### config.mk
export PLATFORM = sky130hd
export DESIGN_NAME = vend_controller
export DESIGN_NICKNAME = d
export VERILOG_FILES = /design/src/rtl/vend_pkg.sv /design/src/rtl/vend_change_calc.sv /design/src/rtl/vend_controller.sv
export SDC_FILE = /design/constraint.sdc
export NUM_CORES = 1
export LEC_CHECK = 0
export CAP_MARGIN = 20
export CORE_UTILIZATION = 30
export CTS_CLUSTER_DIAMETER = 80
export DETAILED_ROUTE_END_ITERATION = 8
export SLEW_MARGIN = 20
export SYNTH_ARGS = -nofsm -noshare
export SYNTH_HDL_FRONTEND = slang
export SYNTH_SLANG_ARGS = --single-unit
### constraint.sdc
create_clock -name clock -period 12.54 [get_ports clock]
set_input_delay 1.881 -clock clock [delete_from_list [all_inputs] [get_ports clock]]
set_output_delay 1.881 -clock clock [all_outputs]
set_load 0.02 [all_outputs]
### src/rtl/vend_pkg.sv
// Shared coin codes, coin values, dispense codes and state encoding for the
// vending-machine sequencing controller.
package vend_pkg;

   typedef enum logic [1:0] {
      NOCOIN  = 2'b00,
      NICKEL  = 2'b01,
      DIME    = 2'b10,
      QUARTER = 2'b11
   } coin_t;

   localparam logic [7:0] NICKEL_CENTS  = 8'd5;
   localparam logic [7:0] DIME_CENTS    = 8'd10;
   localparam logic [7:0] QUARTER_CENTS = 8'd25;

   // One-hot dispense codes indexed by change amount; bit 5 is never used.
   localparam logic [5:0] dispense   = 6'b000001;
   localparam logic [5:0] dispense5  = 6'b000010;
   localparam logic [5:0] dispense10 = 6'b000100;
   localparam logic [5:0] dispense15 = 6'b001000;
   localparam logic [5:0] dispense20 = 6'b010000;

   typedef enum logic [1:0] {
      IDLE,
      ACCEPT,
      CHANGE,
      DISPENSE
   } state_t;

   function automatic logic [7:0] coin_value(input coin_t coin);
      case (coin)
         NICKEL:  return NICKEL_CENTS;
         DIME:    return DIME_CENTS;
         QUARTER: return QUARTER_CENTS;
         default: return 8'd0;
      endcase
   endfunction

endpackage

### src/rtl/vend_change_calc.sv
// Combinational change maker: splits a change amount into dimes first, then
// nickels, against the current inventory, and encodes the dispense code.
module vend_change_calc
   import vend_pkg::*;
(
   input  logic [7:0] change,
   input  logic [7:0] nickel_count,
   input  logic [7:0] dime_count,
   output logic [7:0] ndime,
   output logic [7:0] nnick,
   output logic       payable,
   output logic [5:0] code
);

   logic [7:0] dimes_wanted;
   logic [7:0] remainder;

   // NOTE: every signal written here gets a value on every path, so no latch is inferred.
   always_comb begin
      dimes_wanted = change / 8'd10;
      ndime        = (dimes_wanted < dime_count) ? dimes_wanted : dime_count;
      remainder    = change - (8'd10 * ndime);
      nnick        = remainder / 8'd5;
      payable      = (nnick <= nickel_count);

      case (change)
         8'd0:    code = dispense;
         8'd5:    code = dispense5;
         8'd10:   code = dispense10;
         8'd15:   code = dispense15;
         8'd20:   code = dispense20;
         default: code = dispense;
      endcase
   end

endmodule

### src/rtl/vend_controller.sv
// Vending-machine sequencing controller: accepts coins, banks them into the
// coin counter, debits change from inventory and holds the dispense code.
module vend_controller
   import vend_pkg::*;
#(
   parameter int unsigned PRICE = 25
)
(
   input  logic       clock,
   input  logic       reset,
   input  logic       coin_valid,
   input  logic [1:0] coin_in,
   input  logic       dispense_done,
   input  logic [7:0] nickelCount,
   input  logic [7:0] dimeCount,
   output logic       enable,
   output logic [1:0] coin_out,
   output logic [7:0] subNickel,
   output logic [7:0] subDime,
   output logic [5:0] dispenseReady,
   output logic [7:0] credit,
   output logic       busy,
   output logic       coin_reject
);

   localparam logic [7:0] PRICE_C = 8'(PRICE);

   state_t     state, state_d;
   logic [7:0] credit_d;
   coin_t      pend_coin, pend_coin_d;
   logic [7:0] pend_credit, pend_credit_d;
   logic [7:0] pend_nnick, pend_nnick_d;
   logic [7:0] pend_ndime, pend_ndime_d;
   logic [5:0] pend_code, pend_code_d;
   logic       reject_d;

   logic [7:0] coin_sum;
   logic [7:0] change_amt;
   logic [7:0] calc_ndime, calc_nnick;
   logic       calc_payable;
   logic [5:0] calc_code;

   // Change is evaluated against inventory before the triggering coin is banked.
   vend_change_calc u_change_calc (
      .change       (change_amt),
      .nickel_count (nickelCount),
      .dime_count   (dimeCount),
      .ndime        (calc_ndime),
      .nnick        (calc_nnick),
      .payable      (calc_payable),
      .code         (calc_code)
   );

   always_comb begin
      coin_sum      = credit + coin_value(coin_t'(coin_in));
      change_amt    = (coin_sum >= PRICE_C) ? (coin_sum - PRICE_C) : 8'd0;
      state_d       = state;
      credit_d      = credit;
      pend_coin_d   = pend_coin;
      pend_credit_d = pend_credit;
      pend_nnick_d  = pend_nnick;
      pend_ndime_d  = pend_ndime;
      pend_code_d   = pend_code;
      reject_d      = 1'b0;

      case (state)
         IDLE: begin
            if (coin_valid && (coin_in != NOCOIN)) begin
               if ((coin_sum < PRICE_C) || calc_payable) begin
                  state_d       = ACCEPT;
                  pend_coin_d   = coin_t'(coin_in);
                  pend_credit_d = coin_sum;
                  pend_nnick_d  = calc_nnick;
                  pend_ndime_d  = calc_ndime;
                  pend_code_d   = calc_code;
               end else begin
                  reject_d = 1'b1;
               end
            end
         end
         ACCEPT: begin
            credit_d = pend_credit;
            state_d  = (pend_credit >= PRICE_C) ? CHANGE : IDLE;
         end
         CHANGE: begin
            state_d = DISPENSE;
         end
         DISPENSE: begin
            if (dispense_done) begin
               credit_d = 8'd0;
               state_d  = IDLE;
            end
         end
         default: begin
            state_d = IDLE;
         end
      endcase
   end

   // Outputs are registered from the next state so each one lines up with the
   // cycle its state is occupied; debits are non-zero only in CHANGE.
   // NOTE: sequential state uses non-blocking assignments so every register samples pre-edge values.
   always_ff @(posedge clock or negedge reset) begin
      if (!reset) begin
         state         <= IDLE;
         credit        <= 8'd0;
         pend_coin     <= NOCOIN;
         pend_credit   <= 8'd0;
         pend_nnick    <= 8'd0;
         pend_ndime    <= 8'd0;
         pend_code     <= 6'd0;
         enable        <= 1'b0;
         coin_out      <= NOCOIN;
         subNickel     <= 8'd0;
         subDime       <= 8'd0;
         dispenseReady <= 6'd0;
         busy          <= 1'b0;
         coin_reject   <= 1'b0;
      end else begin
         state         <= state_d;
         credit        <= credit_d;
         pend_coin     <= pend_coin_d;
         pend_credit   <= pend_credit_d;
         pend_nnick    <= pend_nnick_d;
         pend_ndime    <= pend_ndime_d;
         pend_code     <= pend_code_d;
         enable        <= (state_d == ACCEPT);
         coin_out      <= (state_d == ACCEPT) ? pend_coin_d : NOCOIN;
         subNickel     <= (state_d == CHANGE) ? pend_nnick_d : 8'd0;
         subDime       <= (state_d == CHANGE) ? pend_ndime_d : 8'd0;
         dispenseReady <= (state_d == DISPENSE) ? pend_code_d : 6'd0;
         busy          <= (state_d != IDLE);
         coin_reject   <= reject_d;
      end
   end

endmodule

# Yosys cells after proc, flatten, opt, wreduce, memory -nomap -nowiden
# Index checks and enable logic that the tools add are counted.
[op_classes] n_eq_ne=14 multipliers=1 addsub=3 div=2 mux=30 reduce_logical=8 n_lt_le_gt_ge=5
[op_table] operator="two-way mux 8 bit" n=11
[op_table] operator="two-way mux 6 bit" n=4
[op_table] operator="one-hot mux 5 bit (4 select lines)" n=1
[op_table] operator="== test 8 x 4 -> 1 bit, second input constant" n=2
[op_table] operator="greater-or-equal comparator 8 x 5 -> 1 bit, second input constant" n=2
[op_table] operator="two-way mux 2 bit" n=8
[op_table] operator="one-hot mux 8 bit (2 select lines)" n=1
[op_table] operator="one-hot mux 5 bit (3 select lines)" n=1
[op_table] operator="== test 2 bit, second input constant" n=6
[op_table] operator="adder 8 bit" n=1
[op_table] operator="divider 8 x 3 -> 8 bit, second input constant" n=1
[op_table] operator="divider 8 x 4 -> 8 bit, second input constant" n=1
[op_table] operator="== test 8 x 3 -> 1 bit, second input constant" n=1
[op_table] operator="== test 8 x 5 -> 1 bit, second input constant" n=1
[op_table] operator="<= comparator 8 bit" n=1
[op_table] operator="less-than comparator 8 x 5 -> 1 bit, second input constant" n=1
[op_table] operator="less-than comparator 8 bit" n=1
[op_table] operator="multiplier 3 x 8 -> 7 bit, first input constant" n=1
[op_table] operator="one-hot mux 2 bit (4 select lines)" n=1
[op_table] operator="subtractor 8 x 5 -> 8 bit, second input constant" n=1
[op_table] operator="subtractor 8 bit" n=1
[op_table] operator="== test 2 x 1 -> 1 bit, second input constant" n=3
[op_table] operator="nonzero test 2 bit" n=3
[op_table] operator="two-way mux 1 bit" n=3
[op_table] operator="other kinds (6)" n=6
[totals] word_cells=77 ff_bits=69

# Depth between registers and ports, before layout
[depth] depth_word=18 depth_mapped=62 mapped_depth_nobuf=59

# Hierarchy
# From an unflattened synthesis, not the netlist that was laid out.
[hier_totals] hier_cells=522 hier_area_um2=5068.6
[by_module_without_submodules] mod="vend_controller" n_inst=1 area_per_inst_um2=3005.4 cells_per_inst=220
[by_module_without_submodules] mod="vend_change_calc" n_inst=1 area_per_inst_um2=2063.2 cells_per_inst=302

# Worst setup path after synthesis
# OpenSTA, ideal clock, no wires.
[synth_path] kind="input -> register" startpoint="input port coin_in[0]" endpoint="register subNickel[2]" cell_stages=57 t_required_ns=12.379 t_arrival_ns=12.678 n_path_buf=2 setup_ns=0.161 setup_slack_ns=-0.299 path_cell_list="ha_1 -> fa_1 -> xnor2_2 -> a22oi_1 -> and4_4 -> buf_6 -> nor4_4 -> o21a_2 -> inv_2 -> ha_1 -> inv_1 -> a211oi_2 -> o31a_1 -> a311o_1 -> a21oi_2 -> nand3_1 -> o21ai_0 -> ha_1 -> [21 not listed] -> o21ai_0 -> nand2b_1 -> a311o_1 -> o211ai_2 -> ha_1 -> nor2b_1 -> o21a_1 -> o21a_1 -> o21ai_0 -> nand2b_1 -> a21oi_1 -> nor4_1 -> o21a_1 -> nand2b_1 -> inv_1 -> clkbuf_1 -> mux2_4 -> nor2b_4"
[synth_lines] item="from (decl)" line_no="vend_controller.sv:12" rtl="input logic [1:0] coin_in,"
[synth_lines] item="== test 2 bit or == test 2 x 1 -> 1 bit (tied branches)" line_no="vend_pkg.sv:31" rtl="case (coin)"
[synth_lines] item="one-hot mux 5 bit (3 select lines)" line_no="vend_pkg.sv:31"
[synth_lines] item="adder 8 bit" line_no="vend_controller.sv:55" rtl="coin_sum = credit + coin_value(coin_t'(coin_in));"
[synth_lines] item="subtractor 8 x 5 -> 8 bit or greater-or-equal comparator 8 x 5 -> 1 bit (tied branches)" line_no="vend_controller.sv:56" rtl="change_amt = (coin_sum >= PRICE_C) ? (coin_sum - PRICE_C) : 8'd0;"
[synth_lines] item="two-way mux 8 bit" line_no="vend_controller.sv:56"
[synth_lines] item="divider 8 x 4 -> 8 bit" line_no="vend_change_calc.sv:20" rtl="dimes_wanted = change / 8'd10;"
[synth_lines] item="less-than comparator 8 bit" line_no="vend_change_calc.sv:21" rtl="ndime = (dimes_wanted < dime_count) ? dimes_wanted : dime_count;"
[synth_lines] item="two-way mux 8 bit" line_no="vend_change_calc.sv:21"
[synth_lines] item="[2 not listed]"
[synth_lines] item="divider 8 x 3 -> 8 bit" line_no="vend_change_calc.sv:23" rtl="nnick = remainder / 8'd5;"
[synth_lines] item="<= comparator 8 bit" line_no="vend_change_calc.sv:24" rtl="payable = (nnick <= nickel_count);"
[synth_lines] item="logical OR 1 bit" line_no="vend_controller.sv:69" rtl="if ((coin_sum < PRICE_C) || calc_payable) begin"
[synth_lines] item="two-way mux 8 bit" line_no="vend_controller.sv:69"
[synth_lines] item="two-way mux 8 bit *" line_no="vend_controller.sv:68" rtl="if (coin_valid && (coin_in != NOCOIN)) begin"
[synth_lines] item="two-way mux 8 bit *" line_no="vend_controller.sv:66" rtl="case (state)"
[synth_lines] item="named net pend_nnick_d[2]" line_no="vend_controller.sv:32" rtl="logic [7:0] pend_nnick, pend_nnick_d;"
[synth_lines] item="two-way mux 8 bit *" line_no="vend_controller.sv:129" rtl="subNickel <= (state_d == CHANGE) ? pend_nnick_d : 8'd0;"
[synth_lines] item="to (signal assigned)" line_no="vend_controller.sv:129"
[synth_lines] item="to (decl)" line_no="vend_controller.sv:18" rtl="output logic [7:0] subNickel,"
# Mark *: on every way through the listed nets, which the timed path passes. The rest lies on a longest branch.
# A chain may end at the register's enable or synchronous reset.

# Final worst setup path
[layout_path] startpoint="input port coin_in[0]" endpoint="register subDime[1]"
[layout_lines] item="== test 2 bit or == test 2 x 1 -> 1 bit (tied branches)" line_no="vend_pkg.sv:31"
[layout_lines] item="one-hot mux 5 bit (3 select lines)" line_no="vend_pkg.sv:31"
[layout_lines] item="adder 8 bit" line_no="vend_controller.sv:55"
[layout_lines] item="subtractor 8 x 5 -> 8 bit or greater-or-equal comparator 8 x 5 -> 1 bit (tied branches)" line_no="vend_controller.sv:56"
[layout_lines] item="two-way mux 8 bit" line_no="vend_controller.sv:56"
[layout_lines] item="divider 8 x 4 -> 8 bit" line_no="vend_change_calc.sv:20"
[layout_lines] item="less-than comparator 8 bit" line_no="vend_change_calc.sv:21"
[layout_lines] item="two-way mux 8 bit" line_no="vend_change_calc.sv:21"
[layout_lines] item="[2 not listed]"
[layout_lines] item="divider 8 x 3 -> 8 bit" line_no="vend_change_calc.sv:23"
[layout_lines] item="<= comparator 8 bit" line_no="vend_change_calc.sv:24"
[layout_lines] item="logical OR 1 bit" line_no="vend_controller.sv:69"
[layout_lines] item="two-way mux 8 bit" line_no="vend_controller.sv:69"
[layout_lines] item="two-way mux 8 bit *" line_no="vend_controller.sv:68"
[layout_lines] item="two-way mux 8 bit *" line_no="vend_controller.sv:66"
[layout_lines] item="named net pend_ndime_d[1]" line_no="vend_controller.sv:33" rtl="logic [7:0] pend_ndime, pend_ndime_d;"
[layout_lines] item="two-way mux 8 bit *" line_no="vend_controller.sv:130" rtl="subDime <= (state_d == CHANGE) ? pend_ndime_d : 8'd0;"
[layout_lines] item="to (signal assigned)" line_no="vend_controller.sv:130"
[layout_lines] item="to (decl)" line_no="vend_controller.sv:19" rtl="output logic [7:0] subDime,"
# Marked as above.

==> metrics.cfg <==
[cts]
insertion_delay_ns=0.32
htree_levels=3
root_buffer=clkbuf_16
cts_sinks=67
cts_hold_repair.buffers=0
cts_buffers=9
clk_pin_slew_ns=0.05
cts_tree=yes
cts.path.max_buffers=2

[logic_synthesis]
yosysMostFrequentCell=dfrtp_1
synthArstFlopShare=1.00
synth_top_area_share=0.321
syn_area_mm2=0.00522
syn_inst=573
ys_types=95
ys_warn_count=0
synth_nets=631
synth-edff-count=0
synth.area.top_cells=dfrtp_1 (32%), ha_1 (7.9%), nand2_1 (4.6%)
yosysTopAreaCell=dfrtp_1
synth_common_cells=dfrtp_1 (67), nand2_1 (64), nor2_1 (46), ha_1 (33), inv_1 (30)
syn_avg_cell_area_um2=9.10
synth-seq-cells=67
synth_flop_cell=dfrtp_1
yosysSeqAreaShare=0.321

[outcome]
status=finished clean

[place]
gp_congestion=0.891
hpwl_um=11700
portBuffers=56
dp_slack_ns=-1.08

[detailed_routing]
drt_pass1_iterations=4
routed_wl_um=14900
vias=5111
wl_per_cell_um=14.8
final_antenna_net_count=0
remaining_drc_errors=0
viasPerCell=5.09
dr.first_iter.drc_count=330

[final_layout]
n_antenna_cell=0
drive_gt1_frac=0.358
nets=838
final_util=0.467
area_growth_pct=50.1

[min_path]
min_to=pend_code[3]$_DFF_PN0_
hold_start=pend_code[3]$_DFF_PN0_
min_path_type=reg2reg
min_path_cells=2

[global_routing]
grt_pass1_wl_um=24500
grt_pass1_vias=5091
gr-usage-met3=0.0197
busiest_layer=met2
met2_usage=0.284
grt_remaining_overflow=0
grt_max_degree=68
grt_usage=0.167
antenna_found_initial=0
met1_usage=0.221

[sta]
fmax_mhz=81.7
max-slew-margin-rel=0.460
rsz0062_at_grt=yes
worst_pin_slew_ns=0.810
setup_slack_ns=0.306
worst_clock_skew_ns=0.00907
hold_viol=0
setup_violations=0
timing.hold.ws_ns=0.458
period_needed_ns=12.23
maxSlewViolCount=0
min_period_over_period=0.976

[die]
row_count=47
die_w_um=134
start_util=0.311
ios=57
die_y_um=134
core_area_mm2=0.0168
die_area_mm2=0.0179

[worst_setup_path]
cp-end-kind=flop
worstReg2RegEnd=subDime[1]$_DFF_PN0_
arrival_ns=12.44
start_kind=input pin
cp_slowest_cell=or4_4
worstPathRequired_ns=12.74
reg2reg_depth=58
r2r-start=credit[0]$_DFFE_PN0P_
crit_fanout=9
crit_type=in2reg
slowest_delay_ns=0.52
r2r_setup_slack_ns=1.55
crit_top_cell=buf_4

[flow_run]
cap_violations=0

[kinds of logic (layout without fill, tap and decap cells)]
logic type,Yosys count,after routing,synth area share
AND/OR/NAND/NOR,201,201,0.201
XOR/XNOR,25,25,0.0449
AO/OA/AOI/OAI,167,167,0.249
buffers and inverters,57,269,0.0501
flip-flops,67,67,0.321
adder cells (fa/ha/maj),38,38,0.0947
other,1,1,0.000719
multiplexers,17,17,0.0379
[worst max-delay path: cells and delay by family]
family,cells,cell delay (ns)
compound gates,23,4.29
xor+xnor,2,0.31
buf+inv,10,1.11
mux,3,0.92
fa+ha+maj,9,2.27
simple gates,12,1.61
[repair_timing]
item / in CTS / in global routing
setup endpoints to repair: 50 / 50
resized for setup: 27 / 49
cloned: 0 / 1
pin swaps: 13 / 29
buffers inserted: 3 / 11
[layer usage]
layer / up-vias / share of wire
met5: - / 0
met4: 0 / 0.021
met3: 28 / 0.033
met2: 112 / 0.48
met1: 2458 / 0.46
li1: 2513 / -
[metrics by stage]
step	instance area (µm²)	setup TNS [ns]	instances
2_1_floorplan	5270	0	573
3_3_place_gp	7080	-23.72	974
3_5_place_dp	7080	-42.14	974
4_1_cts	7500	0	993
5_1_grt	7830	-1.83	1005
6_report	7830	0	1005
[worst max-delay path by stage]
stage,startpoint,endpoint,slack [ns],cells past startpoint
final,coin_in[0],subDime[1]$_DFF_PN0_,0.31,59
after global placement,coin_in[1],subDime[1]$_DFF_PN0_,-0.62,58
after CTS,coin_in[1],dispenseReady[0]$_DFF_PN0_,0.03,58
after floorplan,coin_in[0],subNickel[2]$_DFF_PN0_,0.01,59
after detailed placement,coin_in[0],dispenseReady[0]$_DFF_PN0_,-1.08,56
after global routing,coin_in[0],dispenseReady[0]$_DFF_PN0_,-0.14,57
[state kept, by name, indices dropped and copies added (netlist names)]
name	cells
pend_code	6
busy	1
dispenseReady	6
pend_credit	8
enable	1
state	2
subDime	8
subNickel	8
pend_ndime	8
pend_nnick	8
coin_reject	1
credit	8
coin_out	2
[final cells by class]
class | instances | area [µm²]
fill | 1564 | 8930
clock inverter | 6 | 88.8
tap | 220 | 275
inverter | 34 | 133
timing repair buffer | 219 | 1780
multi-input combinational | 449 | 3640
clock buffer | 10 | 239
sequential | 67 | 1680
[cells in the final DEF, fill, tap and decap left out, types with 8 or more instances in the layout]
cell	netlist	layout
nor2_1	46	46
clkdlybuf4s50_1	0	53
inv_1	30	26
nor3_1	13	13
a31oi_1	9	8
nand2_1	64	63
o21ai_0	29	21
nand3_1	13	12
dfrtp_1	67	67
a21oi_1	15	11
xnor2_1	16	14
o21ai_1	5	9
o211ai_1	8	8
clkbuf_16	0	9
ha_1	33	21
a22o_1	9	9
nor2b_1	18	15
buf_4	1	160
Power is left out: the tool's default activity adds up to more than one toggle a clock period on the data nets, which glitch-free logic cannot reach.
